[src/rtl/tempo_controller.sv]
// tempo_controller
// Playback-tempo generator: turns debounced speed-up / speed-down button
// levels into a saturating tempo level (press step, hold-to-repeat, direct
// load). From that level it derives a registered 50% duty play clock and a
// one-cycle play tick that the note/sequence player uses as its enable.
// Single clock domain; play_clk is a plain register output, never a clock.
module tempo_controller #(
    parameter int LEVELS        = 4,
    parameter int FAST_LOG2     = 22,
    parameter int DEFAULT_LEVEL = 1,
    parameter int REPEAT_DELAY  = 25000000,
    parameter int REPEAT_RATE   = 12500000,
    parameter int LW            = $clog2(LEVELS)
) (
    input  logic          clk,
    input  logic          rst,
    input  logic          speedup,
    input  logic          speeddown,
    input  logic          set_en,
    input  logic [LW-1:0] set_level,
    input  logic          pause,
    output logic [LW-1:0] level,
    output logic          at_min,
    output logic          at_max,
    output logic          level_changed,
    output logic          play_clk,
    output logic          play_tick
);

    // Phase counter must hold H(0)-1, the longest half period.
    localparam int CW       = FAST_LOG2 + LEVELS - 1;
    localparam int HOLD_MAX = (REPEAT_DELAY > REPEAT_RATE) ? REPEAT_DELAY : REPEAT_RATE;
    localparam int HW       = (HOLD_MAX < 2) ? 1 : $clog2(HOLD_MAX);

    localparam logic [LW-1:0] LVL_MAX    = LW'(LEVELS - 1);
    localparam logic [LW-1:0] LVL_DEF    = LW'(DEFAULT_LEVEL);
    localparam logic [HW-1:0] DELAY_LAST = HW'((REPEAT_DELAY > 0) ? REPEAT_DELAY - 1 : 0);
    localparam logic [HW-1:0] RATE_LAST  = HW'(REPEAT_RATE - 1);

    typedef enum logic [1:0] {
        IDLE   = 2'd0,
        DELAY  = 2'd1,
        REPEAT = 2'd2
    } rep_state_t;

    // Level +1, held at the top level.
    function automatic logic [LW-1:0] sat_inc(input logic [LW-1:0] l);
        return (l == LVL_MAX) ? l : l + LW'(1);
    endfunction

    // Level -1, held at level 0.
    function automatic logic [LW-1:0] sat_dec(input logic [LW-1:0] l);
        return (l == '0) ? l : l - LW'(1);
    endfunction

    // Direct loads beyond the top level clamp to the top level.
    function automatic logic [LW-1:0] clamp_level(input logic [LW-1:0] l);
        return (l > LVL_MAX) ? LVL_MAX : l;
    endfunction

    // Terminal phase count for a level: H(k)-1 = 2^(CW-1-k) - 1.
    function automatic logic [CW-1:0] half_last(input logic [LW-1:0] l);
        return (CW'(1) << (CW - 1 - int'(l))) - CW'(1);
    endfunction

    logic [1:0]    btn;
    logic [1:0]    step;
    logic [LW-1:0] level_nxt;
    logic          lvl_change;
    logic [CW-1:0] phase_cnt;

    // Bit 0 = speed-up, bit 1 = speed-down.
    assign btn = {speeddown, speedup};

    for (genvar b = 0; b < 2; b++) begin : g_rep
        rep_state_t    state;
        logic          hist;
        logic          armed;
        logic          stp;
        logic [HW-1:0] hold;

        assign step[b] = stp;

        // Repeat FSM: step on press, again after the hold delay, then at the repeat rate.
        // 'armed' stays low after reset until the button is seen low, so a
        // button held through reset is not mistaken for a fresh press.
        always_ff @(posedge clk or negedge rst) begin
            if (!rst) begin
                state <= IDLE;
                hist  <= 1'b0;
                armed <= 1'b0;
                stp   <= 1'b0;
                hold  <= '0;
            end else begin
                hist <= btn[b];
                stp  <= 1'b0;
                if (!btn[b]) begin
                    armed <= 1'b1;
                    state <= IDLE;
                    hold  <= '0;
                end else begin
                    case (state)
                        IDLE: begin
                            if (!hist && armed) begin
                                stp   <= 1'b1;
                                state <= DELAY;
                                hold  <= '0;
                            end
                        end
                        DELAY: begin
                            // With no repeat delay configured the press step is the only step.
                            if (REPEAT_DELAY > 0) begin
                                if (hold == DELAY_LAST) begin
                                    stp   <= 1'b1;
                                    state <= REPEAT;
                                    hold  <= '0;
                                end else begin
                                    hold <= hold + HW'(1);
                                end
                            end
                        end
                        REPEAT: begin
                            if (hold == RATE_LAST) begin
                                stp  <= 1'b1;
                                hold <= '0;
                            end else begin
                                hold <= hold + HW'(1);
                            end
                        end
                        default: begin
                            state <= IDLE;
                            hold  <= '0;
                        end
                    endcase
                end
            end
        end
    end

    // Next level: load beats steps, opposing steps cancel, single steps saturate.
    always_comb begin
        level_nxt = level;
        if (set_en) begin
            level_nxt = clamp_level(set_level);
        end else if (step[0] && step[1]) begin
            level_nxt = level;
        end else if (step[0]) begin
            level_nxt = sat_inc(level);
        end else if (step[1]) begin
            level_nxt = sat_dec(level);
        end
    end

    // Saturated steps and reloads of the current value are not changes.
    assign lvl_change = (level_nxt != level);

    // Level register and its one-cycle change flag.
    always_ff @(posedge clk or negedge rst) begin
        if (!rst) begin
            level         <= LVL_DEF;
            level_changed <= 1'b0;
        end else begin
            level         <= level_nxt;
            level_changed <= lvl_change;
        end
    end

    // Phase generator: toggle play_clk every half period, tick on its rising edge.
    // A level change restarts the phase even while paused.
    always_ff @(posedge clk or negedge rst) begin
        if (!rst) begin
            phase_cnt <= '0;
            play_clk  <= 1'b0;
            play_tick <= 1'b0;
        end else if (lvl_change) begin
            phase_cnt <= '0;
            play_clk  <= 1'b0;
            play_tick <= 1'b0;
        end else if (pause) begin
            play_tick <= 1'b0;
        end else if (phase_cnt == half_last(level)) begin
            phase_cnt <= '0;
            play_clk  <= ~play_clk;
            play_tick <= ~play_clk;
        end else begin
            phase_cnt <= phase_cnt + CW'(1);
            play_tick <= 1'b0;
        end
    end

    assign at_min = (level == '0);
    assign at_max = (level == LVL_MAX);

endmodule

[config.mk]
export PLATFORM = sky130hd
export DESIGN_NAME = tempo_controller
export DESIGN_NICKNAME = d
export VERILOG_FILES = /design/src/rtl/tempo_controller.sv
export SDC_FILE = /design/constraint.sdc
export NUM_CORES = 1
export LEC_CHECK = 0
export CORE_UTILIZATION = 33
export DETAILED_ROUTE_END_ITERATION = 10
export HOLD_SLACK_MARGIN = 0.1
export MAX_ROUTING_LAYER = met4
export PLACE_DENSITY = 0.59
export SETUP_SLACK_MARGIN = 0.4
export SYNTH_ARGS = -nofsm -noshare
export SYNTH_HDL_FRONTEND = slang
export SYNTH_SLANG_ARGS = --single-unit
[constraint.sdc]
create_clock -name clk -period 2.5 [get_ports clk]
set_clock_uncertainty 0.1 [all_clocks]
set_input_delay 0.5 -clock clk [delete_from_list [all_inputs] [get_ports clk]]
set_output_delay 0.5 -clock clk [all_outputs]
set_load 0.02 [all_outputs]
# Word-level counts from Yosys, hierarchy flattened
# Index checks and enable logic that the tools add are counted.
# word_totals
input_bits	8
reg_bits	90
out_inout_bits	7
wordCells	99
# classes
bitwise_logic	1
n_shift	1
eq_ne	18
muxes	44
order_cmp	1
n_reduce_logical	12
addsub	7
# ops
op	n
$mux W25	11
$pmux W25 S3	2
$add A25 B1 Y25 const B	3
$eq A25 B24 Y1 const B	2
$eq A25 B25 Y1 const B	2
$shl A1 B32 Y25 const A	1
$mux W2	13
$eq A25 B25 Y1	1
$sub A25 B2 Y25 const B	1
$mux W1	14
$ne A3 B3 Y1 const B	4
$pmux W2 S3	2
$eq A2 B2 Y1 const B	3
$logic_not A2 Y1	3
$pmux W1 S3	2
$reduce_and A3 Y1	2
$sub A5 B2 Y6 const A	1
$eq A2 B1 Y1 const B	2
$ne A2 B2 Y1 const B	2
$logic_and A1 B1 Y1	3
$add A2 B1 Y2 const B	1
$gt A2 B2 Y1 const B	1
$logic_not A1 Y1	2
$ne A2 B1 Y1 const B	1
5 further kinds	5

# Longest topological paths before layout
# Gate-level depths: netlist of run 1.
# depth
word_depth	9
mapped_depth	9

# Worst setup path after synthesis of run 1
# No wires, ideal clock.
# synth_timing
kind	input port to flip-flop
startpoint	input port set_en
endpoint	register phase_cnt[21]
t_arrival_ns	2.242
path_buffers	1
setup_ns	0.073
slack_ns	0.085
cell_stages	7
required_ns	2.327
cell_sequence	buf_6 -> or4b_1 -> a32o_1 -> o2111ai_1 -> nand2_4 -> or4_4 -> a21oi_2
# synth_via
elab_chain_len	3
word_cells_on_any_way	4
cone_classes	2 x eq/ne; 2 x mux
# synth_lines
element	line_no	rtl
start, declared	19	input logic set_en,
$mux W2 (*)	143	if (set_en) begin
$ne A2 B2 Y1 (*)	155	assign lvl_change = (level_nxt != level);
$ne A2 B1 Y1 (no line) or $mux W25 (tied branches)	n/a	
end signal, assigned	186	phase_cnt <= phase_cnt + CW'(1);
end, declared	70	logic [CW-1:0] phase_cnt;
# Every way passes the cells marked *; elsewhere a longest branch is shown, timed or not.
# A chain may end at the register's enable or synchronous reset.

# Worst setup path in the final report of run 1
# layout_timing
startpoint	register g_rep[1].hold[5]
endpoint	register g_rep[1].hold[4]
# layout_via
elab_chain_len	4
word_cells_on_any_way	6
cone_classes	2 x eq/ne; 4 x mux
# layout_lines
element	line_no	rtl
start, declared	80	logic [HW-1:0] hold;
start signal, assigned	118	hold <= hold + HW'(1);
start signal, assigned	127	hold <= hold + HW'(1);
$eq A25 B24 Y1 or $eq A25 B25 Y1 (tied branches)	123, 113	
$mux W25, on equally long branches	123, 113	
$pmux W25 S3 (*)	102	case (state)
$mux W25 (*)	97	if (!btn[b]) begin
# Marks and branches as above.

==> results.yml, run 1 <==
run_status:
  run_status: "finished, final reports clean"
critical_path:
  most_repeated_library_cell_on_the_critical_path: "sky130_fd_sc_hd__a21o_1"
  critPathRequiredTime_ps: 2640
  arrival_ps: 2510
  path_class: "reg2reg"
  timing.rr.start: "g_rep[1].hold[5]"
  critical_path.slowest_cell: "sky130_fd_sc_hd__or4_4"
  rr_worst_depth: 9
  reg2reg_slack_ps: 130
  critical_path.max_stage_delay_ps: 450
  nature_of_the_critical_path_endpoint: "flip-flop"
  crit_path_start_kind: "flip-flop"
  cp_cell_sequence: "or3_1, or4_4, o31ai_4, buf_6, a21o_1, buf_12, buf_8, nor3_2, a21o_1"
  regToRegEndpoint: "g_rep[1].hold[4]"
  path_max_fanout: 6
synthesis:
  yosys_register_bits: 90
  synth_top_area_cell: "sky130_fd_sc_hd__dfrtp_1"
  yosys-mux-area-fraction: 0.005800
  post_synth_and_or_nand_nor_area_fraction: 0.2832
  synth_edf_count: 0
  synth.avg_cell_area_um2: 8.911
  fraction_of_the_mapped_netlist_area_in_compound_gates: 0.1699
  synth_top_cells_by_area: "sky130_fd_sc_hd__dfrtp_1, sky130_fd_sc_hd__nand2_1, sky130_fd_sc_hd__a21oi_1"
  synth.top_cells.by_count: "sky130_fd_sc_hd__dfrtp_1, sky130_fd_sc_hd__nand2_1, sky130_fd_sc_hd__nor2_1"
  synth-xor-area-share: 0.03383
  synth_largest_type_area_fraction: 0.4302
  ys_dominant_reg_cell: "sky130_fd_sc_hd__dfrtp_1"
  ys_async_sr_fraction: 1.000
  yosys.area_share.adder: 0.03142
  post_synth_instance_area_um2: 5177
  synth-warning-count: 0
  synthesized_nets: 602
  seq_area_frac_synth: 0.4352
  synth_top_family_by_area: "simple AND/OR/NAND/NOR gates"
  synthDistinctLibCells: 63
  synthMostInstantiatedCell: "sky130_fd_sc_hd__dfrtp_1"
  synth_cells: 581
clock_network:
  tritoncts: "built"
  clockRootBuffer: "sky130_fd_sc_hd__clkbuf_16"
  cts_num_sinks: 90
  cts_max_path_buffers: 2
  cts_htree_levels: 3
  cts.clk_slew.worst_paths_ps: 70
  clkLatencyLatePin_ps: 340
  numCtsBuffers: 9
grt:
  first_pass_grt_wire_length_um: 22200
  antenna_found_initial: 0
  vias_in_the_first_global_route: 4753
  grt.total_usage: 0.1751
  grt-ovfl-total: 0
  grt_max_degree: 38
power_and_ir_drop:
  power_frac_seq: 0.368
  power.internal_w: 0.002913
  p_total_w: 0.004315
  powerDensity_nw_per_um2: 608.4
  ir_drop_uv: 314.2
  power.clock.fraction: 0.290
  power_switching_share: 0.3249
  static_leakage_power_nw: 2.845
  p_sw_w: 0.001402
  power_frac_comb: 0.343
routing:
  final_antenna_net_count: 0
  met3WireLength_um: 375
  dr.pass1.iters: 4
  num_vias: 4780
  finalWirelength_um: 13170
  avgViaCountPerCell: 5.341
  route.met2.wl_um: 6525
  route.layer.met1.wl_um: 6004
  drc: 0
  wl_per_cell_um: 14.72
  highest-signal-layer: "met4"
  drt_first_iter_violations: 263
final_layout:
  number_of_antenna_diodes: 0
  final.fill_count: 1407
  area_growth_from_synthesis_to_layout_pct: 36.97
  postLayoutCoreUtil: 0.4648
  finish.net_count: 700
  post_route_cells_drive_above_1_share: 0.3070
place:
  placement.io_buffers: 14
  routabilityCongestion: 0.8049
  dpl.hpwl_um: 8459
sta:
  fmaxAchievable_ghz: 0.4228
  number_of_pins_exceeding_their_max_slew_limit_in_the_final_report: 0
  timing.slew.headroom: 0.6459
  finalWorstPathRequiredPeriod_ps: 2365
  rsz0062_at_grt: "true"
  min_period_over_period: 0.9461
  setup_viol: 0
  timing.final.hold_violations: 0
  worstMarginPinSlew_ps: 531.1
run:
  drv_cap: 0
min_path:
  min_delay_path_depth: 1
  hold_path.startpoint: "g_rep[1].armed"
  min_path_type: "reg2reg"
  min_to: "g_rep[1].armed"
floorplan:
  floorplan.die_area_um2: 16190
  starting_density: 0.3393
  die-height_um: 127.3
  design.portCount: 15
  floorplan.die.width_um: 127.3
  core_region_area_um2: 15260
  placementRows: 45
## sequential cells by signal (all words and copies together), names as in the netlist, 2 cells and up
name         count
g_rep.hold      50
phase_cnt       25
level            2
g_rep.stp        2
g_rep.armed      2
g_rep.state      4
g_rep.hist       2
## repair_timing
| action | 4_1_cts | 5_1_grt |
|---|---|---|
| pin swaps | 32 | 39 |
| buffers inserted | 27 | 13 |
| resized for setup | 63 | 55 |
| hold endpoints to repair | 35 | 0 |
| gates cloned | 3 | 0 |
| setup endpoints to repair | 83 | 79 |
| hold buffers | 1 | 0 |
## kinds of logic (layout without fill, tap and decap cells)
| group | count (synthesis) | count (layout) |
|---|---|---|
| xor+xnor | 20 | 20 |
| mux | 3 | 3 |
| simple gates | 271 | 272 |
| buf+inv | 48 | 148 |
| compound gates | 136 | 138 |
| fa+ha+maj | 13 | 13 |
| flops | 90 | 90 |
## final cells by class
type	count	area, um^2	area share
multi-input cells	446	3208	0.4524
flip-flops and latches	90	2257	0.3183
repair buffers	109	1011	0.1426
well taps	211	264.0	0.03723
clock buffers	13	250.2	0.03529
inverters	23	86.33	0.01217
clock inverters	3	15.01	0.002117
## per-layer routing
metal	vias to the layer above	global-route usage
li1	2330	-
met1	2356	0.2147
met2	75	0.2867
met3	19	0.02638
met4	0	0.07773
met5	-	-
## worst max-delay path, delay by kind of cell (launching register included)
| family | cells | cell delay [ps] |
|---|---|---|
| DFF | 1 | 370 |
| and+or+nand+nor | 3 | 850 |
| AOI/OAI and AO/OA | 3 | 540 |
| buffers and inverters | 3 | 380 |
## power groups by stage
stage	registers (W)	clock network [W]	logic [W]
6_report	0.00159	0.00125	0.00148
5_1_grt	0.00159	0.00134	0.00161
4_1_cts	0.00159	0.00128	0.00131
3_5_place_dp	0.00161	0	0.00104
3_3_place_gp	0.00161	0	0.00102
2_1_floorplan	0.00161	0	0.000710
## cell usage in the layout, fill, tap and decap left out, drive strengths merged, types with 5 or more instances in the layout
| cell | count |
|---|---|
| a21o | 8 |
| a31oi | 26 |
| nor3 | 7 |
| or3 | 17 |
| nor2 | 46 |
| clkbuf | 13 |
| nor2b | 5 |
| buf | 96 |
| or4 | 10 |
| o21ai | 31 |
| dfrtp | 89 |
| a21oi | 42 |
| nand3 | 30 |
| inv | 23 |
| ha | 13 |
| xnor2 | 9 |
| xor2 | 11 |
| nand2b | 16 |
| and3 | 18 |
| nand4 | 19 |
| clkdlybuf4s50 | 9 |
| o31ai | 6 |
| nand2 | 66 |
| nor4 | 14 |
## worst max-delay path by stage
stage                         to  depth (start not counted)  slack [ps]             start
6_report        g_rep[1].hold[4]                          9         130  g_rep[1].hold[5]
5_1_grt        g_rep[1].hold[23]                          9          30  g_rep[1].hold[5]
4_1_cts            phase_cnt[21]                          6         130      g_rep[0].stp
3_5_place_dp       phase_cnt[10]                          8        -350            set_en
3_3_place_gp       phase_cnt[11]                          7        -330            set_en
2_1_floorplan      phase_cnt[11]                          7         120            set_en
## through the flow
step | cells | area (um^2) | setup TNS, ps | hold slack [ps] | setup slack (ps)
finish | 895 | 7092 | 0 | 372.3 | 134.7
global route | 895 | 7092 | 0 | 397.9 | 28.12
CTS | 882 | 6769 | 0 | 374.4 | 129.3
detailed placement | 835 | 6042 | -4425 | 359.3 | -345.9
global placement | 835 | 6042 | -3982 | 349.9 | -327.6
floorplan | 581 | 5365 | 0 | 104.4 | 116.2
Note: power is estimated with default switching activity, not from simulation.
==> inputs of run 2 (changes only) <==
Settings changed: RECOVER_POWER from default to 50.
==> run 2 against run 1 <==
Die area stayed put. Setup slack hardly changed. Critical path depth did not move. Design area decreased by 0.46%. Wire length about the same. Combinational power about the same. First-iteration DRC count is 0.38% higher. Critical path type unchanged.
==> results.yml, run 2 (synthesis results as in run 1) <==
grt:
  grt_max_degree: 38
  first_pass_grt_wire_length_um: 22200
  grt.total_usage: 0.1751
  vias_in_the_first_global_route: 4753
  grt-ovfl-total: 0
  antenna_found_initial: 0
routing:
  drc: 0
  wl_per_cell_um: 14.70
  dr.pass1.iters: 5
  drt_first_iter_violations: 264
  avgViaCountPerCell: 5.341
  final_antenna_net_count: 0
  finalWirelength_um: 13160
  num_vias: 4780
run_status:
  run_status: "finished, final reports clean"
critical_path:
  path_class: "reg2reg"
  path_max_fanout: 6
  nature_of_the_critical_path_endpoint: "flip-flop"
  crit_path_start_kind: "flip-flop"
  critPathRequiredTime_ps: 2640
  arrival_ps: 2510
  timing.rr.start: "g_rep[1].hold[5]"
  launching_element_of_the_worst_setup_path: "g_rep[1].hold[5]"
floorplan:
  design.portCount: 15
  core_region_area_um2: 15260
  floorplan.die_area_um2: 16190
  starting_density: 0.3393
  die-height_um: 127.3
  placementRows: 45
  floorplan.die.width_um: 127.3
final_layout:
  postLayoutCoreUtil: 0.4626
  largest_register_ff_count: 50
  most-common-layout-cells: "sky130_fd_sc_hd__dfrtp_1, sky130_fd_sc_hd__nand2_1, sky130_fd_sc_hd__buf_4"
  largestRegisters: "g_rep.hold x50, phase_cnt x25, g_rep.state x4"
  area_growth_from_synthesis_to_layout_pct: 36.35
  largest-register: "g_rep.hold"
  finish.net_count: 700
  number_of_antenna_diodes: 0
  post_layout_nonfiller_instances: 895
  mostFrequentLayoutCell: "sky130_fd_sc_hd__dfrtp_1"
  post_route_cells_drive_above_1_share: 0.3012
run:
  drv_cap: 0
clock_network:
  clockRootBuffer: "sky130_fd_sc_hd__clkbuf_16"
  cts_num_sinks: 90
  tritoncts: "built"
  clkLatencyLatePin_ps: 340
  cts.clk_slew.worst_paths_ps: 70
  cts_htree_levels: 3
  cts_max_path_buffers: 2
  numCtsBuffers: 9
sta:
  finalWorstPathRequiredPeriod_ps: 2365
  rsz0062_at_grt: "true"
  timing.setup.tns_ps: 0
  timing.final.hold_violations: 0
  number_of_pins_exceeding_their_max_slew_limit_in_the_final_report: 0
  timing.slew.headroom: 0.3394
  fmaxAchievable_ghz: 0.4228
  min_period_over_period: 0.9461
  setup_viol: 0
  worstMarginPinSlew_ps: 991.0
power_and_ir_drop:
  power_switching_share: 0.3251
  p_total_w: 0.004303
  power_frac_seq: 0.369
  power.clock.fraction: 0.290
  powerDensity_nw_per_um2: 609.6
  ir_drop_uv: 314.2
  p_sw_w: 0.001399
  static_leakage_power_nw: 2.828
  power.internal_w: 0.002904
  power_frac_comb: 0.341
min_path:
  min_path_type: "reg2reg"
  hold_path.startpoint: "g_rep[0].armed"
place:
  place.detailed.instances: 835
  routabilityCongestion: 0.8049
  placement.io_buffers: 14
  dpl.hpwl_um: 8459
[run 2: routing by layer]
metal | global-route usage | wire (um)
met4 | 0.07773 | 264
met1 | 0.2147 | 6009
met2 | 0.2867 | 6501
met3 | 0.02638 | 384
met5 | - | 0
[run 2: layout make-up]
cell class	instances	area, um^2
Sequential cell	90	2257
Timing Repair Buffer	109	982.2
Fill cell	1411	8199
Inverter	23	86.33
Clock buffer	13	250.2
Multi-Input combinational cell	446	3204
Tap cell	211	264.0
Clock inverter	3	15.01
[run 2: power by group through the flow]
| stage | clock network, W | registers [W] | logic, W |
|---|---|---|---|
| 2_1_floorplan | 0 | 0.00161 | 0.000710 |
| 3_3_place_gp | 0 | 0.00161 | 0.00102 |
| 3_5_place_dp | 0 | 0.00161 | 0.00104 |
| 4_1_cts | 0.00128 | 0.00159 | 0.00131 |
| 5_1_grt | 0.00134 | 0.00159 | 0.00160 |
| 6_report | 0.00125 | 0.00159 | 0.00147 |
[run 2: metrics by stage]
stage	area, um^2	worst slack [ps]	hold slack, ps
2_1_floorplan	5365	116.2	104.4
3_3_place_gp	6042	-327.6	349.9
3_5_place_dp	6042	-345.9	359.3
4_1_cts	6769	129.3	374.4
5_1_grt	7059	28.12	397.9
6_report	7059	134.8	371.7
[run 2: worst paths after layout]
| kind | end | slack, ps | cells after the start |
|---|---|---|---|
| min reg2reg | g_rep[0].armed | 370 | 1 |
| min in group asynchronous | level[1] | 750 | 2 |
| max | g_rep[1].hold[4] | 130 | 9 |
| min | g_rep[0].armed | 370 | 1 |
| max reg2reg | g_rep[1].hold[4] | 130 | 9 |
| max in group asynchronous | g_rep[1].stp | 400 | 3 |
[run 2: worst max-delay path, cell delays in order, from the launching register on]
cell                      delay (ps)
sky130_fd_sc_hd__dfrtp_1         370
sky130_fd_sc_hd__or3_1           370
sky130_fd_sc_hd__or4_4           450
sky130_fd_sc_hd__o31ai_4         220
sky130_fd_sc_hd__buf_6           140
sky130_fd_sc_hd__a21o_1          180
sky130_fd_sc_hd__buf_12          140
sky130_fd_sc_hd__buf_8           100
sky130_fd_sc_hd__nor3_2           30
sky130_fd_sc_hd__a21o_1          140
[run 2: repair_timing]
item,in CTS,in global routing
setup buffers,27,13
hold endpoints to repair,35,0
gates resized for setup,63,55
hold buffers,1,0
setup endpoints to repair,83,79
gates cloned,3,0
pin swaps,32,39
==> inputs of run 3 (changes only) <==
Settings changed: CORE_MARGIN from default to 1, CTS_CLUSTER_DIAMETER from default to 40.
==> results of run 3 <==
Same layout as run 2: the final DEF is identical, and so are final timing and power.
==> RTL edit, RTL diff (settings of run 2) <==
`FAST_LOG2`: 22 -> 44.
--- a/src/rtl/tempo_controller.sv
+++ b/src/rtl/tempo_controller.sv
@@ -7,5 +7,5 @@
 module tempo_controller #(
     parameter int LEVELS        = 4,
-    parameter int FAST_LOG2     = 22,
+    parameter int FAST_LOG2     = 44,
     parameter int DEFAULT_LEVEL = 1,
     parameter int REPEAT_DELAY  = 25000000,
Function: same outputs for any inputs over 10 cycles, from zero or initial values and one cycle with rst low; that may be too few to reach the edited logic, so the function may still have changed.
==> RTL edit against run 2 <==
Setup slack gained 0.036 ns; combinational power grew 20%; cell area grew 36%; power grew 21%; sequential power grew 21%; routed wire length grew 46%; global-route usage grew 2.1 points; sequential cell count grew 22; synthesized area grew 25%; critical path type unchanged; largest power group unchanged.
==> RTL edit: results (changes against run 2) <==
Routing
  – Drt wl/cell: 16.7 µm (+14%)
  – Routed wl met3: 784 µm (+100%)
  – Drt pass-1 iters: 7 (+2)
  – Met2 WL: 9440 µm (+45%)
  – WL met1: 8490 µm (+41%)

Yosys
  – Sequential fraction of the synthesis area: 0.432 (-0.00369)
  – Top cells by count, synth: 111 x dfrtp_1, 76 x nand2_1, 51 x nor2_1
  – Post-synth cell types: 77 (+22%)
  – Most area-consuming cells after synthesis: dfrtp_1 43%, nand2_1 4.4%, nand3_1 3.8%

Setup path
  – Crit. Startpoint: phase_cnt[43]$_DFFE_PN0P_
  – Slack of the worst reg-to-reg path: 0.17 ns (+0.04 ns)
  – RR Endpoint: phase_cnt[42]$_DFFE_PN0P_

Status
  – Status: complete, no violations

Clock network
  – Clk sinks: 112 (+24%)
  – Worst skew pair latency: 0.37 ns (+0.03 ns)

Power
  – Reg power frac: 0.371 (+0.002)
  – Sw frac: 0.325 (about the same)
  – VDD IR max: 380 µV (+21%)
  – Leak pwr: 3.81 nW (+35%)

Timing
  – Tightest Pin Transition: 1.07 ns (+0.0798 ns)

GRT
  – Initial antenna violation count: 1 (+1)
  – Largest net degree at the start of global routing: 42 (+11%)
  – Gr usage total: 0.196 (+0.0210)

Final layout
  – Top Registers: g_rep.hold x50, phase_cnt x47, g_rep.state x4
  – Share of layout cells above drive strength 1: 0.366 (+0.0645)

Place
  – Routability cong.: 0.799 (-0.76%)
RTL edit: cell types whose count changed after synthesis, sizes merged, moves of 10 or more:
cell and change:
a22o +10, a31oi -12, and3 -11, dfrtp +22, nand2 +11, nand3 +20, nand4 +15, nor3 +22
o21ai +12, xnor2 +11
RTL edit: worst min path at each step:
| stage | slack, ns | from | to | cells past startpoint |
|---|---|---|---|---|
| floorplan | 0.10 | rst | g_rep[0].armed$_DFFE_PN0N_ | 0 |
| global placement | 0.35 | rst | phase_cnt[13]$_DFFE_PN0P_ | 1 |
| detailed placement | 0.35 | rst | phase_cnt[13]$_DFFE_PN0P_ | 1 |
| CTS | 0.38 | g_rep[0].armed$_DFFE_PN0N_ | g_rep[0].armed$_DFFE_PN0N_ | 1 |
| global route | 0.39 | g_rep[0].armed$_DFFE_PN0N_ | g_rep[0].armed$_DFFE_PN0N_ | 1 |
| finish | 0.37 | g_rep[1].armed$_DFFE_PN0N_ | g_rep[1].armed$_DFFE_PN0N_ | 1 |
RTL edit: layer usage:
metal | vias to the layer above | global-route usage
li1 | 3004 | -
met1 | 3084 | 0.248
met2 | 148 | 0.317
met3 | 37 | 0.0410
met4 | 0 | 0.0521
met5 | - | -
RTL edit: layout make-up:
type	count	area, µm²
Sequential cell	112	2810
Antenna cell	1	2.50
Clock inverter	6	70.1
Fill cell	1707	9450
Tap cell	260	325
Multi-Input combinational cell	567	4420
Inverter	29	121
Clock buffer	10	229
Timing Repair Buffer	162	1590
RTL edit: repair_timing:
| action | 4_1_cts | 5_1_grt |
|---|---|---|
| gates resized for setup | 171 | 85 |
| hold endpoints to repair | 21 | 0 |
| buffers inserted | 38 | 22 |
| hold buffers | 1 | 0 |
| endpoints found under the setup margin | 108 | 105 |
| gates cloned | 5 | 1 |
| pin swaps | 73 | 48 |
RTL edit: worst max-delay path, stage by stage (launching register included):
cell and delay [ns]:
dfrtp_1 0.61, nand2b_4 0.11, o211a_4 0.26, o2111ai_4 0.26
o211ai_1 0.16, buf_4 0.18, buf_12 0.13, or3_1 0.36
o21ai_1 0.09
RTL edit: kinds of logic after synthesis:
logic type	share of synthesized area
xor+xnor	0.0418
other cells	0.000577
buf+inv	0.0387
simple gates	0.291
fa+ha+maj	0.0270
mux	0.00327
flops	0.432
compound gates	0.166
RTL edit: per-stage QoR:
stage	utilization	setup WS [ns]	instances	area (µm²)	setup TNS, ns
after floorplan	-	0.213	735	6630	0
after global placement	0.400	-0.329	1063	7610	-11.21
after detailed placement	0.400	-0.394	1063	7610	-13.65
after CTS	0.471	0.187	1123	8960	0
after global routing	0.503	0.0774	1147	9570	0
final	0.503	0.171	1147	9570	0
